**src/rtl/add_sub_serial_if.sv**
```systemverilog
// Handshake/operand bundle for the bit-serial adder/subtractor.
// The controller side uses the master modport, the arithmetic unit uses slave.
// Optional signed-overflow flag appears only when ADD_SUB_OVF_EN is defined.
interface add_sub_serial_if #(
  parameter int WIDTH = 8
);
  logic             start;
  logic             select;
  logic [WIDTH-1:0] x;
  logic [WIDTH-1:0] y;
  logic             busy;
  logic             done;
  logic [WIDTH-1:0] ans;
  logic             cout;
`ifdef ADD_SUB_OVF_EN
  logic             ovf;

  modport master (output start, select, x, y, input busy, done, ans, cout, ovf);
  modport slave  (input start, select, x, y, output busy, done, ans, cout, ovf);
`else
  modport master (output start, select, x, y, input busy, done, ans, cout);
  modport slave  (input start, select, x, y, output busy, done, ans, cout);
`endif
endinterface

```
**src/rtl/add_sub_serial.sv**
```systemverilog
// Bit-serial LSB-first adder/subtractor: one operand pair per start pulse,
// one result bit per clock, done pulses WIDTH cycles after the accept edge.
// Subtraction is x + ~y + 1, the +1 entering as the initial carry.
// Optional feature macro: ADD_SUB_OVF_EN (signed overflow flag on ovf).
module add_sub_serial #(
  parameter int WIDTH = 8
) (
  input  logic             clk,
  input  logic             rst,
  add_sub_serial_if.slave  bus
);

  localparam int CNT_W = (WIDTH > 1) ? $clog2(WIDTH) : 1;

  typedef enum logic {IDLE, RUN} state_t;

  state_t             state;
  state_t             next_state;
  logic [CNT_W-1:0]   cnt;
  logic               carry;
  logic [WIDTH-1:0]   x_reg;
  logic [WIDTH-1:0]   y_reg;
  logic               sel_reg;
  logic [WIDTH-2:0]   res_sr;
  logic [WIDTH-1:0]   ans_reg;
  logic               cout_reg;
  logic               done_reg;
  logic               busy;
  logic               accept;
  logic               last_bit;
  logic               b_bit;
  logic               sum_bit;
  logic               carry_nxt;
  logic [WIDTH-1:0]   res_nxt;

  // State register.
  // NOTE: clocked state always uses non-blocking (<=) so every flop samples
  // pre-edge values; blocking here would create order-dependent races.
  always_ff @(posedge clk or posedge rst) begin
    if (rst) state <= IDLE;
    else     state <= next_state;
  end

  // Next-state logic: a run lasts exactly WIDTH bit-steps.
  // NOTE: next_state gets a default before the case so no path leaves it
  // unassigned, which would otherwise infer a latch.
  always_comb begin
    next_state = state;
    case (state)
      IDLE: if (bus.start) next_state = RUN;
      RUN:  if (last_bit)  next_state = IDLE;
      default: next_state = IDLE;
    endcase
  end

  // FSM outputs: start is only honoured in IDLE, the last bit ends the run.
  always_comb begin
    busy     = (state == RUN);
    accept   = (state == IDLE) && bus.start;
    last_bit = (state == RUN) && (cnt == CNT_W'(WIDTH - 1));
  end

  // One full-adder slice; y is inverted for subtraction.
  always_comb begin
    b_bit     = y_reg[cnt] ^ sel_reg;
    sum_bit   = x_reg[cnt] ^ b_bit ^ carry;
    carry_nxt = (x_reg[cnt] & b_bit) | (x_reg[cnt] & carry) | (b_bit & carry);
    res_nxt   = {sum_bit, res_sr};
  end

  // Operand capture at accept; later input changes are ignored until the next accept.
  // NOTE: these operand holding registers carry no reset; they are always
  // written at accept before being read, so reset would only cost routing.
  always_ff @(posedge clk) begin
    if (accept) begin
      x_reg   <= bus.x;
      y_reg   <= bus.y;
      sel_reg <= bus.select;
    end
  end

  // Bit counter, running carry and partial-result shift register.
  always_ff @(posedge clk or posedge rst) begin
    if (rst) begin
      cnt    <= '0;
      carry  <= 1'b0;
      res_sr <= '0;
    end else if (accept) begin
      cnt   <= '0;
      carry <= bus.select;
    end else if (busy) begin
      cnt    <= cnt + 1'b1;
      carry  <= carry_nxt;
      res_sr <= res_nxt[WIDTH-1:1];
    end
  end

  // Visible results: updated only on the last bit so partial sums never leak.
  always_ff @(posedge clk or posedge rst) begin
    if (rst) begin
      ans_reg  <= '0;
      cout_reg <= 1'b0;
      done_reg <= 1'b0;
    end else begin
      done_reg <= last_bit;
      if (last_bit) begin
        ans_reg  <= res_nxt;
        cout_reg <= carry_nxt;
      end
    end
  end

`ifdef ADD_SUB_OVF_EN
  logic ovf_reg;

  // Signed overflow: carry into the MSB differs from carry out of it.
  always_ff @(posedge clk or posedge rst) begin
    if (rst)           ovf_reg <= 1'b0;
    else if (last_bit) ovf_reg <= carry ^ carry_nxt;
  end

  assign bus.ovf = ovf_reg;
`endif

  assign bus.busy = busy;
  assign bus.done = done_reg;
  assign bus.ans  = ans_reg;
  assign bus.cout = cout_reg;

endmodule
```
**src/flat_wrapper.sv**
```systemverilog
// flat-port wrapper written by rule: the top's interface ports become plain ports
module add_sub_serial_flat 
#(
  parameter int WIDTH = 8
)
  (clk, rst, bus_start, bus_select, bus_x, bus_y, bus_busy, bus_done, bus_ans, bus_cout);
  add_sub_serial_if #(.WIDTH(WIDTH)) bus_i ();
  input  logic clk;
  input  logic rst;
  input wire logic [$bits(bus_i.start)-1:0] bus_start;
  input wire logic [$bits(bus_i.select)-1:0] bus_select;
  input wire logic [$bits(bus_i.x)-1:0] bus_x;
  input wire logic [$bits(bus_i.y)-1:0] bus_y;
  output wire logic [$bits(bus_i.busy)-1:0] bus_busy;
  output wire logic [$bits(bus_i.done)-1:0] bus_done;
  output wire logic [$bits(bus_i.ans)-1:0] bus_ans;
  output wire logic [$bits(bus_i.cout)-1:0] bus_cout;
  assign bus_i.start = bus_start;
  assign bus_i.select = bus_select;
  assign bus_i.x = bus_x;
  assign bus_i.y = bus_y;
  assign bus_busy = bus_i.busy;
  assign bus_done = bus_i.done;
  assign bus_ans = bus_i.ans;
  assign bus_cout = bus_i.cout;
  add_sub_serial #(.WIDTH(WIDTH)) u_core (.clk(clk), .rst(rst), .bus(bus_i));
endmodule
```
**config.mk**
```make
export PLATFORM = sky130hd
export DESIGN_NAME = add_sub_serial_flat
export DESIGN_NICKNAME = d
export VERILOG_FILES = /design/src/rtl/add_sub_serial_if.sv /design/src/rtl/add_sub_serial.sv /design/src/flat_wrapper.sv
export SDC_FILE = /design/constraint.sdc
export NUM_CORES = 1
export LEC_CHECK = 0
export BUFFER_PORTS_ARGS = -buffer_cell sky130_fd_sc_hd__buf_2
export CORE_ASPECT_RATIO = 0.9
export CORE_UTILIZATION = 48
export DETAILED_ROUTE_END_ITERATION = 7
export GPL_TIMING_DRIVEN = 1
export PLACE_DENSITY_LB_ADDON = 0.2
export SKIP_CTS_REPAIR_TIMING = 1
export SYNTH_ARGS = -nofsm -noshare
export SYNTH_HDL_FRONTEND = slang
export SYNTH_SLANG_ARGS = --single-unit
```
**constraint.sdc**
```tcl
create_clock -name clk -period 1.87 [get_ports clk]
set_input_delay 0.2805 -clock clk [delete_from_list [all_inputs] [get_ports clk]]
set_output_delay 0.2805 -clock clk [all_outputs]
set_load 0.02 [all_outputs]
```
Word level (Yosys, flattened, before mapping)
Index checks and enable logic that the tools add are counted.
W data, S select, Z words.
{"block": "op_classes", "n_addsub": 1, "multipliers": 0, "n_div": 0, "n_lt_le_gt_ge": 1, "eq_ne": 1, "shifts": 0, "mux": 11, "bitwise": 10, "n_reduce_logical": 4}
{"operator": "$bmux W1 S3", "n": 2}
{"operator": "$mux W1", "n": 6}
{"operator": "$mux W3", "n": 2}
{"operator": "$lt A3 B4 Y1 const B", "n": 1}
{"operator": "$add A3 B1 Y3 const B", "n": 1}
{"operator": "$and A1 B1 Y1", "n": 3}
{"operator": "$eq A3 B3 Y1 const B", "n": 1}
{"operator": "$xor A1 B1 Y1", "n": 3}
{"operator": "$logic_and A1 B1 Y1", "n": 2}
{"operator": "$not A1 Y1", "n": 2}
{"operator": "$or A1 B1 Y1", "n": 2}
{"operator": "$pmux W1 S2", "n": 1}
{"operator": "$reduce_and A2 Y1", "n": 1}
{"operator": "$reduce_bool A2 Y1", "n": 1}
{"block": "word_totals", "regBits": 39, "latch_bits": 0, "ram_bits": 0, "rom_bits": 0, "in_bits": 20, "output_inout_bits": 11, "wordCells": 38, "n_memories": 0}

Longest topological paths before layout
{"block": "depth", "depth_word": 8, "mapped_depth": 6, "depth_no_buf": 5}

Worst setup path before layout
No wires, ideal clock.
{"block": "synth_timing", "kind": "reg2reg", "start": "reg u_core.cnt[0]", "end": "reg u_core.ans_reg[7] (netlist: u_core.bus.ans[7])", "setup_time_ps": 126, "t_arrival_ps": 1793, "required_ps": 1744, "path_slack_ps": -49, "stages_incl_launch_ff": 7, "path_buffers": 1, "period_less_slack_ps": 1919, "cell_sequence": "dfrtp_1 > buf_6 > mux2i_1 > mux4_2 > xor2_1 > fa_1 > o21ai_0"}
{"block": "synth_between", "elab_chain_len": 5, "elab_cells_between_ends": 9, "classes_between": "eq/ne (1); mux (4); bitwise (3); reduce/logical (1)"}
{"element": "start, declared", "line_no": "add_sub_serial.sv:19", "source": "logic [CNT_W-1:0] cnt;"}
{"element": "start signal, assigned", "line_no": "add_sub_serial.sv:92", "source": "cnt <= cnt + 1'b1;"}
{"element": "$bmux W1 S3", "line_no": "add_sub_serial.sv:65", "source": "b_bit = y_reg[cnt] ^ sel_reg;"}
{"element": "$mux W1 (implied by the code)", "line_no": "add_sub_serial.sv:65"}
{"element": "$xor A1 B1 Y1", "line_no": "add_sub_serial.sv:65"}
{"element": "$xor A1 B1 Y1 (2 in series)", "line_no": "add_sub_serial.sv:66", "source": "sum_bit = x_reg[cnt] ^ b_bit ^ carry;"}
{"element": "end signal, assigned", "line_no": "add_sub_serial.sv:107", "source": "ans_reg <= res_nxt;"}
{"element": "end, declared", "line_no": "add_sub_serial.sv:25", "source": "logic [WIDTH-1:0] ans_reg;"}
Several ways; a longest one is shown, not always the timed one. The select of a mux whose other input is x is not followed.
A chain may end at the register's enable or synchronous reset.

Worst setup path in the final report
Same ends and word-level chain as after synthesis.

==> metrics.txt <==
status finished with violations; violated checks negative setup slack; Top delay family on crit path multiplexers; largest vdd supply drop 0.000851 V; first-pass GRT wire length 4020 microns; Syn Area/Cell 17.0 sq um; MaxCap Viol Count 0; CTS Buf Count 5; Antenna Nets Post-Route 0; flops & latches, synth 39; most frequent cells in the layout 30 x buf_2, 21 x dfrtp_1, 17 x edfxtp_1, 14 x mux2_2, 7 x buf_4; area share of the largest cell type after synthesis 36.0%; GRT overflow 0; worst r2r src u_core.cnt[0]; clk sinks 39; Critical Path RT 2.11 ns; reg2reg setup slack -0.10 ns; post-synth net total 113; slowest stage cell, crit path dfrtp_2; Max clock buf depth 2; CTS tree yes; kind of start point of the critical path register; Die Span X 61.5 microns; Initial DRC Count 24; Detailed Place HPWL 1690 microns; Worst-path clk slew 0.10 ns; synthesized area 0.00153 sq mm; worst path bufs/invs 0; initial core utilization 50.2%; Design Power 2850 uW; CTS H-tree depth 2; Slowest Stage Delay on Critical Path 0.50 ns; Fmax 507 MHz; Fin Setup TNS -0.277 ns; commonest non-fill, non-tap cell in the layout buf_2; DR WL/cell 13.8 microns; number of remaining DRC errors 0; Fin Hold WS 0.109 ns; GPL Wtd Cong 0.708; Area Growth Syn to Fin 19.2%; sequential-to-total area share from yosys stat 69.4%; number of port buffers 30; crit path capture u_core.bus.ans[7]; ranking of synthesized cells by area dfrtp_1 36%, edfxtp_1 33%, mux2_2 10%, mux4_1 3.4%, mux2i_1 3.3%; via count 852; WL final 2400 microns; Core Area 0.00304 sq mm; Fin Clk Skew 0.0176 ns; largest net degree at the start of global routing 23; # diodes 0; Die ar. 0.00342 sq mm; Core Rows 19; crit share post-route 106%; GRT Total Usage 17.2%; Max transition margin 81.6%; Ports 31; Crit. End Element register; drt via density 4.90; Worst-Margin Slew 0.277 ns; Crit. Startpoint u_core.cnt[0]; synth warn 0; hold violation total from the final report 0; antenna violations before repair 0; Worst R2R End u_core.bus.ans[7]; crit path DAT 2.21 ns; Hold Path Class input pin to register; drt pass-1 iters 4; Clock Latency Late Sink 0.35 ns; Final Core Density 59.9%; worst path cell trace mux2i_1, mux4_2, xor2_2, fa_1, o21ai_1; Clock Tree Root clkbuf_4; cells after synthesis 90; cell count along the critical path 5; DP Worst Slack -0.263 ns; Nets 154; Slew Viols, Final 0; worst setup margin -0.104 ns; Pleak 0.000794 uW; Yosys top cell by area dfrtp_1; chip height 55.5 microns; Yosys cell types 21; vias in the first global route 878; endpoints failing setup 4; share of layout cells above drive strength 1 47.7%; Min Clock Period, post-route 1.97 ns; power density cells 1570 mW/mm^2; kind of critical path register to register; cell count of the worst reg-to-reg path 5; RSZ-0062 raised after global routing true; critical path fanouts, max 7
[layer usage]
layer / GRT usage (%) / part of all wire, %
met1: 21.4 / 44
met2: 26.0 / 49
met3: 5.15 / 4.2
met4: 10.5 / 2.5
met5: 0 / 0
[metrics by stage]
stage	std cells	instance area [sq um]
global route	174	1820
detailed placement	165	1760
finish	174	1820
CTS	173	1810
global placement	165	1760
floorplan	90	1530
[report_power, final]
group / switching, uW / internal [uW] / leakage [uW] / total, uW
Sequential: 200 / 1200 / 0.000416 / 1390
Combinational: 496 / 555 / 0.000349 / 1050
Clock: 261 / 147 / 0.0000293 / 407
Total: 957 / 1900 / 0.000794 / 2850
[layout make-up]
class,count,area (sq um)
Multi-Input combinational cell,43,430
Clock inverter,1,5.00
Timing Repair Buffer,38,213
Tap cell,42,52.6
Sequential cell,39,1060
Inverter,4,15.0
Fill cell,261,1220
Clock buffer,7,45.0
[cell families (layout without fill, tap and decap cells)]
family	Yosys count	in the layout	share of synthesized area, %
flops	39	39	69.4
xor+xnor	1	1	0.573
fa+ha+maj	3	3	2.95
mux	22	22	18.5
simple gates	9	9	2.70
compound gates	8	8	3.19
buf+inv	8	50	2.70
[synth_stat cells]
cell type / number
xor2_1: 1
a211oi_1: 1
a21oi_1: 2
buf_6: 1
mux2i_1: 5
nand2b_1: 1
mux2_2: 14
a22o_1: 1
nand2_1: 4
buf_2: 3
ha_1: 2
mux4_2: 1
edfxtp_1: 17
fa_1: 1
a21o_1: 1
o21ai_0: 3
dfrtp_1: 22
nor2b_1: 2
nor2_1: 2
inv_1: 4
mux4_1: 2
[how the worst min path moves through the flow]
stage                     startpoint                 to  slack [ns]  cells after the start
final                       bus_x[2]    u_core.x_reg[2]        0.11                      1
after global routing        bus_x[5]    u_core.x_reg[5]        0.09                      1
after CTS                        rst      u_core.cnt[2]       -0.06                      3
after detailed placement         rst  u_core.bus.ans[1]        0.33                      3
after global placement           rst  u_core.bus.ans[0]        0.32                      3
after floorplan                  rst  u_core.bus.ans[0]        0.27                      1
Note: power is estimated with default switching activity, not from simulation.
